`src/rtl/param_universal_shift_register_if.sv`:
```
// Control/data bundle for the universal shift register.
// The master side drives mode, data and burst requests; the slave side returns register state.
interface param_universal_shift_register_if #(
  parameter int WIDTH = 8,
  parameter int CNT_W = 4
);
  logic             en;
  logic [2:0]       sel;
  logic [WIDTH-1:0] parin;
  logic             sin_r;
  logic             sin_l;
  logic             start;
  logic [CNT_W-1:0] cnt;
  logic [WIDTH-1:0] out;
  logic             sout_r;
  logic             sout_l;
  logic             busy;
  logic             done;

  modport master (
    output en, sel, parin, sin_r, sin_l, start, cnt,
    input  out, sout_r, sout_l, busy, done
  );

  modport slave (
    input  en, sel, parin, sin_r, sin_l, start, cnt,
    output out, sout_r, sout_l, busy, done
  );
endinterface

```
`src/rtl/param_universal_shift_register.sv`:
```
// WIDTH-bit universal shift register with per-cycle modes and a counted burst engine.
// Bursts repeat one shift/rotate mode cnt times under a start/busy/done handshake.
module param_universal_shift_register #(
  parameter int WIDTH = 8,
  parameter int CNT_W = 4
) (
  input logic clk,
  input logic clr,
  param_universal_shift_register_if.slave bus
);

  typedef enum logic [0:0] {
    IDLE = 1'b0,
    RUN  = 1'b1
  } state_e;

  localparam logic [CNT_W-1:0] CNT_ZERO = {CNT_W{1'b0}};
  localparam logic [CNT_W-1:0] CNT_ONE  = {{(CNT_W-1){1'b0}}, 1'b1};

  state_e           state_q, state_d;
  logic [CNT_W-1:0] rem_q, rem_d;
  logic [2:0]       mreg_q, mreg_d;
  logic [WIDTH-1:0] data_q, data_d;
  logic             done_q, done_d;

  // One step of the selected mode applied to the current contents.
  function automatic logic [WIDTH-1:0] step_op(
    input logic [2:0]       mode,
    input logic [WIDTH-1:0] cur,
    input logic             s_r,
    input logic             s_l,
    input logic [WIDTH-1:0] par
  );
    logic [WIDTH-1:0] nxt;
    case (mode)
      3'b001:  nxt = {s_r, cur[WIDTH-1:1]};
      3'b010:  nxt = {cur[WIDTH-2:0], s_l};
      3'b011:  nxt = par;
      3'b100:  nxt = {cur[0], cur[WIDTH-1:1]};
      3'b101:  nxt = {cur[WIDTH-2:0], cur[WIDTH-1]};
      3'b110:  nxt = {cur[WIDTH-1], cur[WIDTH-1:1]};
      default: nxt = cur;
    endcase
    return nxt;
  endfunction

  // Only genuine shift/rotate modes can be repeated; hold and load requests just acknowledge.
  function automatic logic burstable(input logic [2:0] mode);
    logic ok;
    case (mode)
      3'b001, 3'b010, 3'b100, 3'b101, 3'b110: ok = 1'b1;
      default:                                ok = 1'b0;
    endcase
    return ok;
  endfunction

  // Next-state, counter, datapath and done-pulse logic.
  always_comb begin
    state_d = state_q;
    rem_d   = rem_q;
    mreg_d  = mreg_q;
    data_d  = data_q;
    done_d  = 1'b0;
    if (bus.en) begin
      case (state_q)
        IDLE: begin
          if (bus.start) begin
            if (burstable(bus.sel) && (bus.cnt != CNT_ZERO)) begin
              mreg_d  = bus.sel;
              rem_d   = bus.cnt;
              state_d = RUN;
            end else begin
              done_d = 1'b1;
            end
          end else begin
            data_d = step_op(bus.sel, data_q, bus.sin_r, bus.sin_l, bus.parin);
          end
        end
        RUN: begin
          data_d = step_op(mreg_q, data_q, bus.sin_r, bus.sin_l, bus.parin);
          rem_d  = rem_q - CNT_ONE;
          if (rem_q == CNT_ONE) begin
            state_d = IDLE;
            done_d  = 1'b1;
          end else begin
            state_d = RUN;
          end
        end
        default: state_d = IDLE;
      endcase
    end else begin
      state_d = state_q;
    end
  end

  // State, counter, latched mode and register contents.
  always_ff @(posedge clk or posedge clr) begin
    if (clr) begin
      state_q <= IDLE;
      rem_q   <= CNT_ZERO;
      mreg_q  <= 3'b000;
      data_q  <= {WIDTH{1'b0}};
      done_q  <= 1'b0;
    end else begin
      state_q <= state_d;
      rem_q   <= rem_d;
      mreg_q  <= mreg_d;
      data_q  <= data_d;
      done_q  <= done_d;
    end
  end

  assign bus.out    = data_q;
  assign bus.sout_r = data_q[0];
  assign bus.sout_l = data_q[WIDTH-1];
  assign bus.busy   = (state_q == RUN);
  assign bus.done   = done_q;

endmodule

```
`src/flat_wrapper.sv`:
```
// flat-port wrapper written by rule: the top's interface ports become plain ports
module param_universal_shift_register_flat 
#(
  parameter int WIDTH = 8,
  parameter int CNT_W = 4
)
  (clk, clr, bus_en, bus_sel, bus_parin, bus_sin_r, bus_sin_l, bus_start, bus_cnt, bus_out, bus_sout_r, bus_sout_l, bus_busy, bus_done);
  param_universal_shift_register_if #(.WIDTH(WIDTH), .CNT_W(CNT_W)) bus_i ();
  input logic clk;
  input logic clr;
  input wire logic [$bits(bus_i.en)-1:0] bus_en;
  input wire logic [$bits(bus_i.sel)-1:0] bus_sel;
  input wire logic [$bits(bus_i.parin)-1:0] bus_parin;
  input wire logic [$bits(bus_i.sin_r)-1:0] bus_sin_r;
  input wire logic [$bits(bus_i.sin_l)-1:0] bus_sin_l;
  input wire logic [$bits(bus_i.start)-1:0] bus_start;
  input wire logic [$bits(bus_i.cnt)-1:0] bus_cnt;
  output wire logic [$bits(bus_i.out)-1:0] bus_out;
  output wire logic [$bits(bus_i.sout_r)-1:0] bus_sout_r;
  output wire logic [$bits(bus_i.sout_l)-1:0] bus_sout_l;
  output wire logic [$bits(bus_i.busy)-1:0] bus_busy;
  output wire logic [$bits(bus_i.done)-1:0] bus_done;
  assign bus_i.en = bus_en;
  assign bus_i.sel = bus_sel;
  assign bus_i.parin = bus_parin;
  assign bus_i.sin_r = bus_sin_r;
  assign bus_i.sin_l = bus_sin_l;
  assign bus_i.start = bus_start;
  assign bus_i.cnt = bus_cnt;
  assign bus_out = bus_i.out;
  assign bus_sout_r = bus_i.sout_r;
  assign bus_sout_l = bus_i.sout_l;
  assign bus_busy = bus_i.busy;
  assign bus_done = bus_i.done;
  param_universal_shift_register #(.WIDTH(WIDTH), .CNT_W(CNT_W)) u_core (.clk(clk), .clr(clr), .bus(bus_i));
endmodule
```
`config.mk`:
```
export PLATFORM = sky130hd
export DESIGN_NAME = param_universal_shift_register_flat
export DESIGN_NICKNAME = d
export VERILOG_FILES = /design/src/rtl/param_universal_shift_register_if.sv /design/src/rtl/param_universal_shift_register.sv /design/src/flat_wrapper.sv
export SDC_FILE = /design/constraint.sdc
export NUM_CORES = 1
export LEC_CHECK = 0
export CAP_MARGIN = 20
export CORE_UTILIZATION = 40
export CTS_CLUSTER_SIZE = 40
export DETAILED_ROUTE_END_ITERATION = 6
export GPL_ROUTABILITY_DRIVEN = 0
export GPL_TIMING_DRIVEN = 0
export SLEW_MARGIN = 20
export SYNTH_ARGS = -nofsm -noshare
export SYNTH_HDL_FRONTEND = slang
export SYNTH_SLANG_ARGS = --single-unit
```
`constraint.sdc`:
```
create_clock -name clk -period 5.15 [get_ports clk]
set_clock_uncertainty 0.1 [all_clocks]
set_input_delay 1.545 -clock clk [delete_from_list [all_inputs] [get_ports clk]]
set_output_delay 1.545 -clock clk [all_outputs]
set_load 0.03 [all_outputs]
```
### Word-level counts from Yosys, hierarchy flattened

Index checks and enable logic that the tools add are counted.

* output and inout port bits: 12
* bits in registers: 17
* word-level logic and storage cells: 57

* $add $sub $neg: 1
* reduce and logical (&&, ||, !) cells: 7
* bitwise gates (word level): 1
* muxes and demuxes: 20
* equal/unequal tests: 22

Operators by type and width (count)
* one-hot mux 8 bit (6 select lines): 2
* equality test 3 bit (second input constant): 6
* one-hot mux 8 bit (2 select lines): 1
* inequality test 7 bit (second input constant): 2
* equality test 3 x 2 -> 1 bit (second input constant): 4
* inequality test 6 bit (second input constant): 2
* 2-to-1 mux 1 bit: 11
* 2-to-1 mux 4 bit: 2
* 2-to-1 mux 8 bit: 1
* inequality test 2 bit (second input constant): 4
* one-hot mux 4 bit (2 select lines): 1
* AND reduction 4 bit: 2
* equality test 3 x 1 -> 1 bit (second input constant): 2
* AND reduction 6 bit: 1
* OR reduction 5 bit: 1
* equality test 4 x 1 -> 1 bit (second input constant): 1
* one-hot mux 1 bit (2 select lines): 2
* nonzero test 4 bit: 1
* subtractor 4 x 1 -> 4 bit (second input constant): 1
* AND reduction 3 bit: 1
* inequality test 2 x 1 -> 1 bit (second input constant): 1
* logical AND 1 bit: 1
* inverter 1 bit: 1

### Longest topological paths before layout

Gate-level depths: netlist of run 1.

* word-level depth: 11
* mapped depth: 6
* depth with buffers taken out: 5

### Least setup slack after synthesis of run 1

No wires, ideal clock.

* path kind: input to register
* from: in bus_en
* to: reg u_core.data_q[1] (netlist: u_core.bus.out[1])
* library setup time: 92 ps
* data required time: 4958 ps
* stages on the path: 5
* arrival time: 2770 ps
* slack: 2188 ps
* buffers on the path: 2
* path through: buf_4 or3b_1 o32a_4 buf_6 o31ai_2

* word-level cells in the longest chain between the ends: 1

Ends and longest elaborated chain
* start, declared: RTL line flat_wrapper.sv:11 `input wire logic [$bits(bus_i.en)-1:0] bus_en;`
* AND reduction 4 bit (no source line)
* end signal, assigned: RTL line param_universal_shift_register.sv:102 `data_q <= {WIDTH{1'b0}};`
* end signal, assigned: RTL line param_universal_shift_register.sv:108 `data_q <= data_d;`
* end, declared: RTL line param_universal_shift_register.sv:23 `logic [WIDTH-1:0] data_q, data_d;`

Every way passes these cells.
A chain may end at the register's enable or synchronous reset.

### Final worst setup path of run 1

* from: in bus_sel[0]
* to: reg u_core.data_q[7] (netlist: u_core.bus.out[7])

* word-level cells in the longest chain between the ends: 4

Ends and longest elaborated chain
* start, declared: RTL line flat_wrapper.sv:12 `input wire logic [$bits(bus_i.sel)-1:0] bus_sel;`
* equality test 3 bit, or another cell as far along: RTL line param_universal_shift_register.sv:35 `case (mode)`
* one-hot mux 8 bit (6 select lines): RTL line param_universal_shift_register.sv:35
* 2-to-1 mux 8 bit: RTL line param_universal_shift_register.sv:67 `if (bus.start) begin`
* one-hot mux 8 bit (2 select lines): RTL line param_universal_shift_register.sv:65 `case (state_q)`

Parallel ways exist; a longest one is shown, timed or not. The select of a mux whose other input is x is not followed.

==> results of run 1 <==
[routing by layer]
metal	up-vias	GRT usage, %	routed length [um]
met4	0	9.31	121
met2	65	40.7	2530
li1	868	-	-
met1	855	34.2	2340
met5	-	0	0
met3	15	3.72	294
[per-stage QoR]
stage | area (um2) | utilization, % | instances | power (mW)
floorplan | 1720 | - | 205 | 0.791
global placement | 2100 | 51.7 | 286 | 1.02
detailed placement | 2100 | 51.7 | 286 | 1.03
CTS | 2140 | 52.8 | 290 | 1.14
global route | 2140 | 52.8 | 290 | 1.23
finish | 2140 | 52.8 | 290 | 1.13
[worst max-delay path, delay by kind of cell]
family,cells,cell delay (ns)
buf+inv,4,1.45
compound gates,3,0.58
[final cells by class]
type                            count  area share, %
Multi-Input combinational cell    154           53.6
Sequential cell                    17           19.9
Timing Repair Buffer               31           14.5
Buffer                             23           5.14
Tap cell                           50           2.92
Clock buffer                        4           2.10
Inverter                           11           1.93
[flip-flops by register name, summed over array words and instances (netlist names)]
name	count
u_core.bus.busy	1
u_core.bus.done	1
u_core.bus.out	8
u_core.mreg_q	3
u_core.rem_q	4
[cell usage after synthesis, types with 4 or more instances]
master,n
clkbuf_1,11
nand2b_1,12
nand4b_1,18
o21ai_0,5
inv_1,11
nand2_1,19
a21oi_1,5
a311oi_1,8
nand3_1,7
o31ai_1,11
a221oi_1,8
buf_1,4
or4bb_1,4
mux2i_1,4
dfrtp_1,17
[path summary, 6_finish.rpt]
kind | cells past startpoint | slack, ns | from | to
max | 7 | 1.64 | bus_sel[0] | u_core.bus.out[7]
min reg2reg | 1 | 0.42 | u_core.rem_q[3] | u_core.rem_q[3]
min in group asynchronous | 2 | 1.59 | clr | u_core.rem_q[0]
max reg2reg | 4 | 3.20 | u_core.bus.busy | u_core.bus.out[1]
min | 1 | 0.42 | u_core.rem_q[3] | u_core.rem_q[3]
max in group asynchronous | 2 | 2.94 | clr | u_core.bus.done
[cells by family (layout without fill, tap and decap cells)]
kind of cell | after synthesis | after routing | synth area share, %
adder cells (fa/ha/maj) | 2 | 2 | 1.45
AO/OA/AOI/OAI | 55 | 55 | 25.9
multiplexers | 7 | 7 | 4.28
flip-flops | 17 | 17 | 24.7
buffers and inverters | 34 | 69 | 8.78
AND/OR/NAND/NOR | 89 | 89 | 34.4
XOR/XNOR | 1 | 1 | 0.508
[power by group through the flow]
stage	Clock, mW	Sequential (mW)	Combinational, mW
2_1_floorplan	0	0.324	0.467
3_3_place_gp	0	0.286	0.730
3_5_place_dp	0	0.288	0.744
4_1_cts	0.103	0.286	0.746
5_1_grt	0.109	0.299	0.821
6_report	0.0977	0.288	0.749
==> run metrics, run 1 <==
CTS clk-pin slew, worst paths=approximately 0.06 ns; CTS root buf=clkbuf_8; VDD IR max=about 0.27 mV; final setup fails=0; vias per inst=6.22; multi-input logic area=about 0.0011 mm2; clock tree sinks=17; DRT iter0 DRCs=between 200 and 250; die area=approximately 0.0046 mm2; Num CTS Buffers=3; area leader, netlist=dfrtp_1; syn_nets=~230; die outline width=just under 70 um; H-tree Lvls=1; Setup crit start kind=input port; DRC Markers=0; TNS Setup=0 ns; RSZ-0062 raised after global routing=no; DP HPWL=4010 um; most frequent cells in the layout=clkdlybuf4s50_1, nand2_1, nand4b_1; commonest non-fill, non-tap cell in the layout=clkdlybuf4s50_1; initial antenna violation count=0; min Tclk post-route=between 3 and 4 ns; slew at the pin closest to its max-slew limit=between 0.7 and 0.8 ns; Final Hold Viols=0; Mapped Cells=between 200 and 250; status=finished, final reports clean; slowest stage delay, CP=0.63 ns; clk buf depth=2; Worst Slack Setup Final=around 1.6 ns; final worst-path cycle share=between 60% and 70%; clock share of power=under 10%; Comb pwr share=between 60% and 70%; total setup buffers inserted after CTS=0; first-pass GRT wire length=8720 um; CP endpoint kind=flop; Worst Path Arrival=about 3.6 ns; Syn. warnings=0; Die H=roughly 68 um; synth top area cells=dfrtp_1, nand4b_1, o31ai_1; Rows=23; Initial Util=a little over two fifths; fin. max-slew vios=0; largest net degree at the start of global routing=18; I/O Pins=33; post-synthesis register bit count=17; Register Area=425 um2; total grt overflow=0; DP Worst Slack=~1.4 ns; mean post-synth cell area=~8.4 um2; layout cells sized above 1=8.33%; Sw Pwr=about 560 uW; ant diodes=0; cts repair resizes=0; Leak=approximately 0.82 nW; Synth top area share=between 20% and 30%; cts hold-fix bufs=0; synth unique cells=approximately 50; drt pass-1 iters=4; GRT Resource Usage Total=between 20% and 30%; WHS=0.422 ns; critical path, cell by cell=clkdlybuf4s50_1 -> buf_2 -> buf_1 -> inv_1 -> a311oi_1 -> a22oi_1 -> a21oi_1; Routed WL=roughly 5300 um; Max-cap violations=0; synthesized cell area=0.00172 mm2; DR vias=roughly 1800; sequential share of power=~25%; Routed wire per std cell=around 18 um; Final ANT Viol Nets=0; Pwr Density=between 500 and 600 mW/mm2; CTS tree=built; critical path's slowest cell=clkdlybuf4s50_1; I/O Buffers=31; Peak Freq=~280 MHz; CP Class=in -> reg; number of synthesized flops with an enable pin=0; sequential-to-total area share from yosys stat=between 20 and 25%; internal power=about 570 uW; Net Sw Frac=about half; slew margin rel.=between 40% and 50%; Layout Nets=about 260; worst-path fanout max=10; min-delay worst type=reg -> reg; vias in the first global route=~1800; fillers=approximately 390; Worst Path Required=~5.2 ns; Core Region=~0.0041 mm2; Area Growth Syn to Fin=24.2%; async set or reset register ratio after synthesis=between 90% and 100%; clk_lat worst skew=approximately 0.25 ns; top_reg_cell synth=dfrtp_1
Note: power is estimated with default switching activity, not from simulation.
==> run 2: changes to the inputs <==
--- a/config.mk
+++ b/config.mk
@@ -11,6 +11,7 @@
 export DETAILED_ROUTE_END_ITERATION = 6
 export GPL_ROUTABILITY_DRIVEN = 0
 export GPL_TIMING_DRIVEN = 0
+export PLACE_DENSITY = 0.67
 export SLEW_MARGIN = 20
 export SYNTH_ARGS = -nofsm -noshare
 export SYNTH_HDL_FRONTEND = slang
==> constraint.sdc (replaced) <==
create_clock -name clk -period 3.1 [get_ports clk]
set_clock_uncertainty 0.1 [all_clocks]
set_input_delay 0.93 -clock clk [delete_from_list [all_inputs] [get_ports clk]]
set_output_delay 0.93 -clock clk [all_outputs]
set_load 0.03 [all_outputs]
==> run metrics, run 2 (synthesized netlist as in run 1, its figures left out) <==
initial antenna violation count=0; clk_lat worst skew=0.26 ns; WHS=roughly 0.44 ns; total setup buffers inserted after CTS=0; clk buf depth=2; routed wl met2=about 2300 um; Worst Path Arrival=about 2.9 ns; Initial Util=between 40% and 50%; Num CTS Buffers=3; met3 wire len=between 200 and 300 um; worst-path fanout max=10; cts hold-fix bufs=0; commonest non-fill, non-tap cell in the layout=clkdlybuf4s50_1; Max-cap violations=0; final setup fails=0; vias per inst=6.32; buffers and inverters on the worst path=4; I/O Pins=33; CTS tree=built; die area=roughly 0.0046 mm2; Routed WL=just under 5000 um; cell family with most CP delay=buffers and inverters; flop-to-flop setup slack=approximately 1.1 ns; Routed wire per std cell=~17 um; total grt overflow=0; fin util=around 53%; CP endpoint kind=flop; Post-DP Area=about 0.0021 mm2; RSZ-0062 raised after global routing=no; min-delay src=u_core.rem_q[3]; CTS clk-pin slew, worst paths=roughly 0.07 ns; I/O Buffers=31; die outline width=a little under 70 um; DP HPWL=between 3000 and 4000 um; cts repair resizes=0; status=finished, final reports clean; Worst Slack Setup Final=approximately 0.28 ns; Layout Nets=264; Die H=between 60 and 70 um; Core Region=between 0.004 and 0.005 mm2; FF-to-FF End=u_core.bus.out[5]; Peak Freq=approximately 350 MHz; highest metal used=met4; Area Growth Syn to Fin=24.3%; largest net degree at the start of global routing=18; slowest stage delay, CP=0.61 ns; most frequent cells in the layout=clkdlybuf4s50_1, nand2_1, nand4b_1; Final Hold Viols=0; fin. max-slew vios=0; H-tree Lvls=1; M1 WL=2240 um; drt pass-1 iters=4; DRT iter0 DRCs=about 180; vias in the first global route=roughly 1600; slew at the pin closest to its max-slew limit=just under 0.7 ns; min-delay worst type=reg -> reg; critical path's slowest cell=clkdlybuf4s50_1; Leak=0.819 nW; Hold Path Stages=1; min Tclk post-route=approximately 2.8 ns; TNS Setup=0 ns; Reg-to-Reg Start=u_core.bus.busy; final worst-path cycle share=91.1%; Worst Path Required=roughly 3.2 ns; Hold EP=u_core.rem_q[3]; VDD IR max=about 0.47 mV; CP Class=in -> reg; critical path, cell by cell=clkdlybuf4s50_1 -> buf_2 -> buf_1 -> inv_1 -> a311oi_1 -> a22oi_1 -> a21oi_1; Final ANT Viol Nets=0; DRC Markers=0; DP Worst Slack=about 0.057 ns; worst r2r path cells=4; layout cells sized above 1=~8.8%; design area=0.00214 mm2; Rows=23; first-pass GRT wire length=about 8000 um; DR vias=~1800; Pwr Density=873 mW/mm2; clock tree sinks=17; Setup crit start kind=input port; ant diodes=0; slew margin rel.=a little over half; CTS root buf=clkbuf_8; GRT Resource Usage Total=about a quarter; flip-flop count of the largest register after layout=8
-- run 2: changes by cell type in the layout (fill, tap and decap cells not counted) --
cell      previous run  this run
clkinv_2             0         1
clkbuf_1            12        11
-- run 2: worst max path at each step --
stage,start,end,cells past startpoint
floorplan,bus_en,u_core.bus.out[1],5
global placement,bus_sel[0],u_core.bus.out[0],6
detailed placement,bus_sel[0],u_core.bus.out[0],6
CTS,bus_sel[0],u_core.bus.out[7],7
global route,bus_sel[0],u_core.bus.out[7],7
finish,bus_sel[0],u_core.bus.out[7],7
-- run 2: metrics by stage --
step / total power, mW / instances
2_1_floorplan: 1.31 / 205
3_3_place_gp: 1.68 / 286
3_5_place_dp: 1.70 / 286
4_1_cts: 1.88 / 290
5_1_grt: 2.03 / 290
6_report: 1.87 / 290
-- run 2: worst register-to-register path: stages, from the launching register on --
cell,delay (ns)
dfrtp_1,0.51
clkbuf_1,0.43
buf_1,0.44
a311oi_1,0.14
o31ai_1,0.26
-- run 2: layout make-up --
cell class,instances,area [um2]
fillers,396,1910
multi-input cells,154,1150
flip-flops and latches,17,425
repair buffers,31,310
plain buffers,23,110
well taps,50,62.6
clock buffers,3,41.3
inverters,11,41.3
clock inverters,1,5.00
-- run 2: routing by layer --
metal	track usage [%]	up-vias
met5	0	-
li1	-	870
met1	32.7	876
met3	3.89	11
met2	37.5	77
met4	6.65	0
-- run 2: where the power goes --
part	switching, mW	internal [mW]
registers	0.160	0.325
logic	0.682	0.533
clock network	0.0817	0.0894
total	0.924	0.948
==> run 3: changes to the inputs <==
--- a/config.mk
+++ b/config.mk
@@ -11,7 +11,6 @@
 export DETAILED_ROUTE_END_ITERATION = 6
 export GPL_ROUTABILITY_DRIVEN = 0
 export GPL_TIMING_DRIVEN = 0
-export PLACE_DENSITY = 0.67
 export SLEW_MARGIN = 20
 export SYNTH_ARGS = -nofsm -noshare
 export SYNTH_HDL_FRONTEND = slang
==> constraint.sdc (replaced) <==
create_clock -name clk -period 3 [get_ports clk]
set_clock_uncertainty 0.1 [all_clocks]
set_input_delay 0.9 -clock clk [delete_from_list [all_inputs] [get_ports clk]]
set_output_delay 0.9 -clock clk [all_outputs]
set_load 0.03 [all_outputs]
==> results of run 3 <==
Same layout as run 1 (identical final DEF). Status: finished, final reports clean.
Main changes from that run: setup slack after placement 1.43 ns -> -0.0717 ns; setup slack after layout 1.64 ns -> 0.131 ns; register-to-register setup slack 3.20 ns -> 1.05 ns; total power 1.13 mW -> 1.95 mW; worst IR drop on VDD 0.272 mV -> 0.466 mV
==> RTL edit (config.mk and constraints of run 1) <==
`CNT_W` is set to 4 in 3 places; all go to 3.
--- a/src/rtl/param_universal_shift_register_if.sv
+++ b/src/rtl/param_universal_shift_register_if.sv
@@ -4,3 +4,3 @@
   parameter int WIDTH = 8,
-  parameter int CNT_W = 4
+  parameter int CNT_W = 3
 );
--- a/src/rtl/param_universal_shift_register.sv
+++ b/src/rtl/param_universal_shift_register.sv
@@ -4,3 +4,3 @@
   parameter int WIDTH = 8,
-  parameter int CNT_W = 4
+  parameter int CNT_W = 3
 ) (
--- a/src/flat_wrapper.sv
+++ b/src/flat_wrapper.sv
@@ -4,3 +4,3 @@
   parameter int WIDTH = 8,
-  parameter int CNT_W = 4
+  parameter int CNT_W = 3
 )
Ports: changed (resized bus_cnt); port bits go from 33 to 32. No check against the original RTL was run, so the function may have changed too.
==> RTL edit against run 1 <==
  * Die area shrank 12%
  * First-iteration DRC count fell by 55%
  * Wire length fell by 13%
  * Highest routed layer unchanged
  * Sequential cell count is 1 lower
  * Non-clock buffer count is 8 lower
  * Critical endpoint is now u_core.mreg_q[0]
  * Cell area decreased by 9.3%
  * Power increased by 0.22%
  * Worst setup slack gained 0.23 ns
  * Sequential power is 6% lower
  * Register-to-register slack hardly changed
  * Synthesized area shrank 12%
  * Largest cell class unchanged
==> RTL edit: results <==
[status]
status = completed

[critical_path]
slowest_stage = clkdlybuf4s50_1
crit_family = simple AND/OR/NAND/NOR gates
r2r_setup_slack_ns = 3.20
arrival_ns = 3.33
cp_max_fo = 10
max_stage_delay_ns = 0.50

[yosys]
synth_top_area_frac = 0.264
yosysSeqAreaShare = 0.264
synth_commonest_cells = nand2_1, a21oi_1, dfrtp_1
synth.avg_cell_area_um2 = 8.16
yosysWarnings = 0
synth_area_leaders = dfrtp_1, a21oi_1, nand2_1, o21ai_0, buf_4
syn_nets = 208
yosysUniqueCellTypes = 54

[min_path]
hold_start = u_core.rem_q[1]
hp-class = reg2reg

[power]
peakVddDrop_uv = 291
power_leakage_nw = 0.778

[drt]
vias_per_cell = 6.03
routed_wl_mm = 4.60
drt_iter0_drc = 107
drt_pre_antenna_iters = 5

[finish]
antenna_cells = 0
fin_nets = 244
fillers = 347
drive_gt1_frac = 0.140
fin_cells = 269

[global_routing]
grt_pass1_vias = 1583
antenna_found_initial = 0
grt_max_degree = 17
grt_pass1_wl_mm = 7.86
groute.usage.overall = 0.252

[sta]
hold_viol = 0
timing.hold.ws_ns = 0.509
max_slew_margin = 0.568

[clocking]
cts-buffers-inserted = 3
root_buffer = clkbuf_8
post_cts_resized = 0

[placement]
portBuffers = 31
dp_hpwl_mm = 3.42
place_inst = 265
## RTL edit: changes by cell type after synthesis, moves of 7 or more
cell / before / now
nand4b_1: 18 / 0
clkbuf_1: 11 / 3
o22ai_1: 0 / 7
o21ai_0: 5 / 15
a311oi_1: 8 / 0
o31ai_1: 11 / 1
a21oi_1: 5 / 17
## RTL edit: metrics by stage
stage | instance area [µm²] | worst slack [ns]
after floorplan | 1520 | 2.30
after global placement | 1890 | 1.63
after detailed placement | 1890 | 1.60
after CTS | 1940 | 1.87
after global routing | 1940 | 1.77
final | 1940 | 1.87
## RTL edit: where the power goes
group          internal, mW  switching, mW
Sequential            0.183         0.0868
Combinational         0.324          0.424
Clock                0.0681         0.0513
## RTL edit: cell families after synthesis
kind of cell,synth area share
compound gates,0.369
fa+ha+maj,0.0165
buf+inv,0.0824
flops,0.264
mux,0.0486
simple gates,0.220
## RTL edit: layout make-up
class | instances | area (µm²) | area share
buffer | 15 | 91.3 | 0.0470
clock buffer | 4 | 55.1 | 0.0283
inverter | 9 | 33.8 | 0.0174
multi-input combinational | 146 | 992 | 0.511
sequential | 16 | 400 | 0.206
tap | 48 | 60.1 | 0.0309
timing repair buffer | 31 | 310 | 0.160
## RTL edit: worst paths after layout
kind	depth (start not counted)	to
hold / removal	2	u_core.rem_q[1]
min in group asynchronous	2	u_core.mreg_q[2]
setup / recovery	6	u_core.mreg_q[0]
setup reg to reg	7	u_core.bus.out[2]
hold reg to reg	2	u_core.rem_q[1]
max in group asynchronous	2	u_core.mreg_q[0]
## RTL edit: metal layers
layer / up-vias / GRT usage / share of wire
li1: 777 / - / -
met1: 766 / 0.331 / 0.45
met2: 72 / 0.423 / 0.48
met3: 7 / 0.0290 / 0.060
met4: 0 / 0.0824 / 0.015
met5: - / 0 / 0
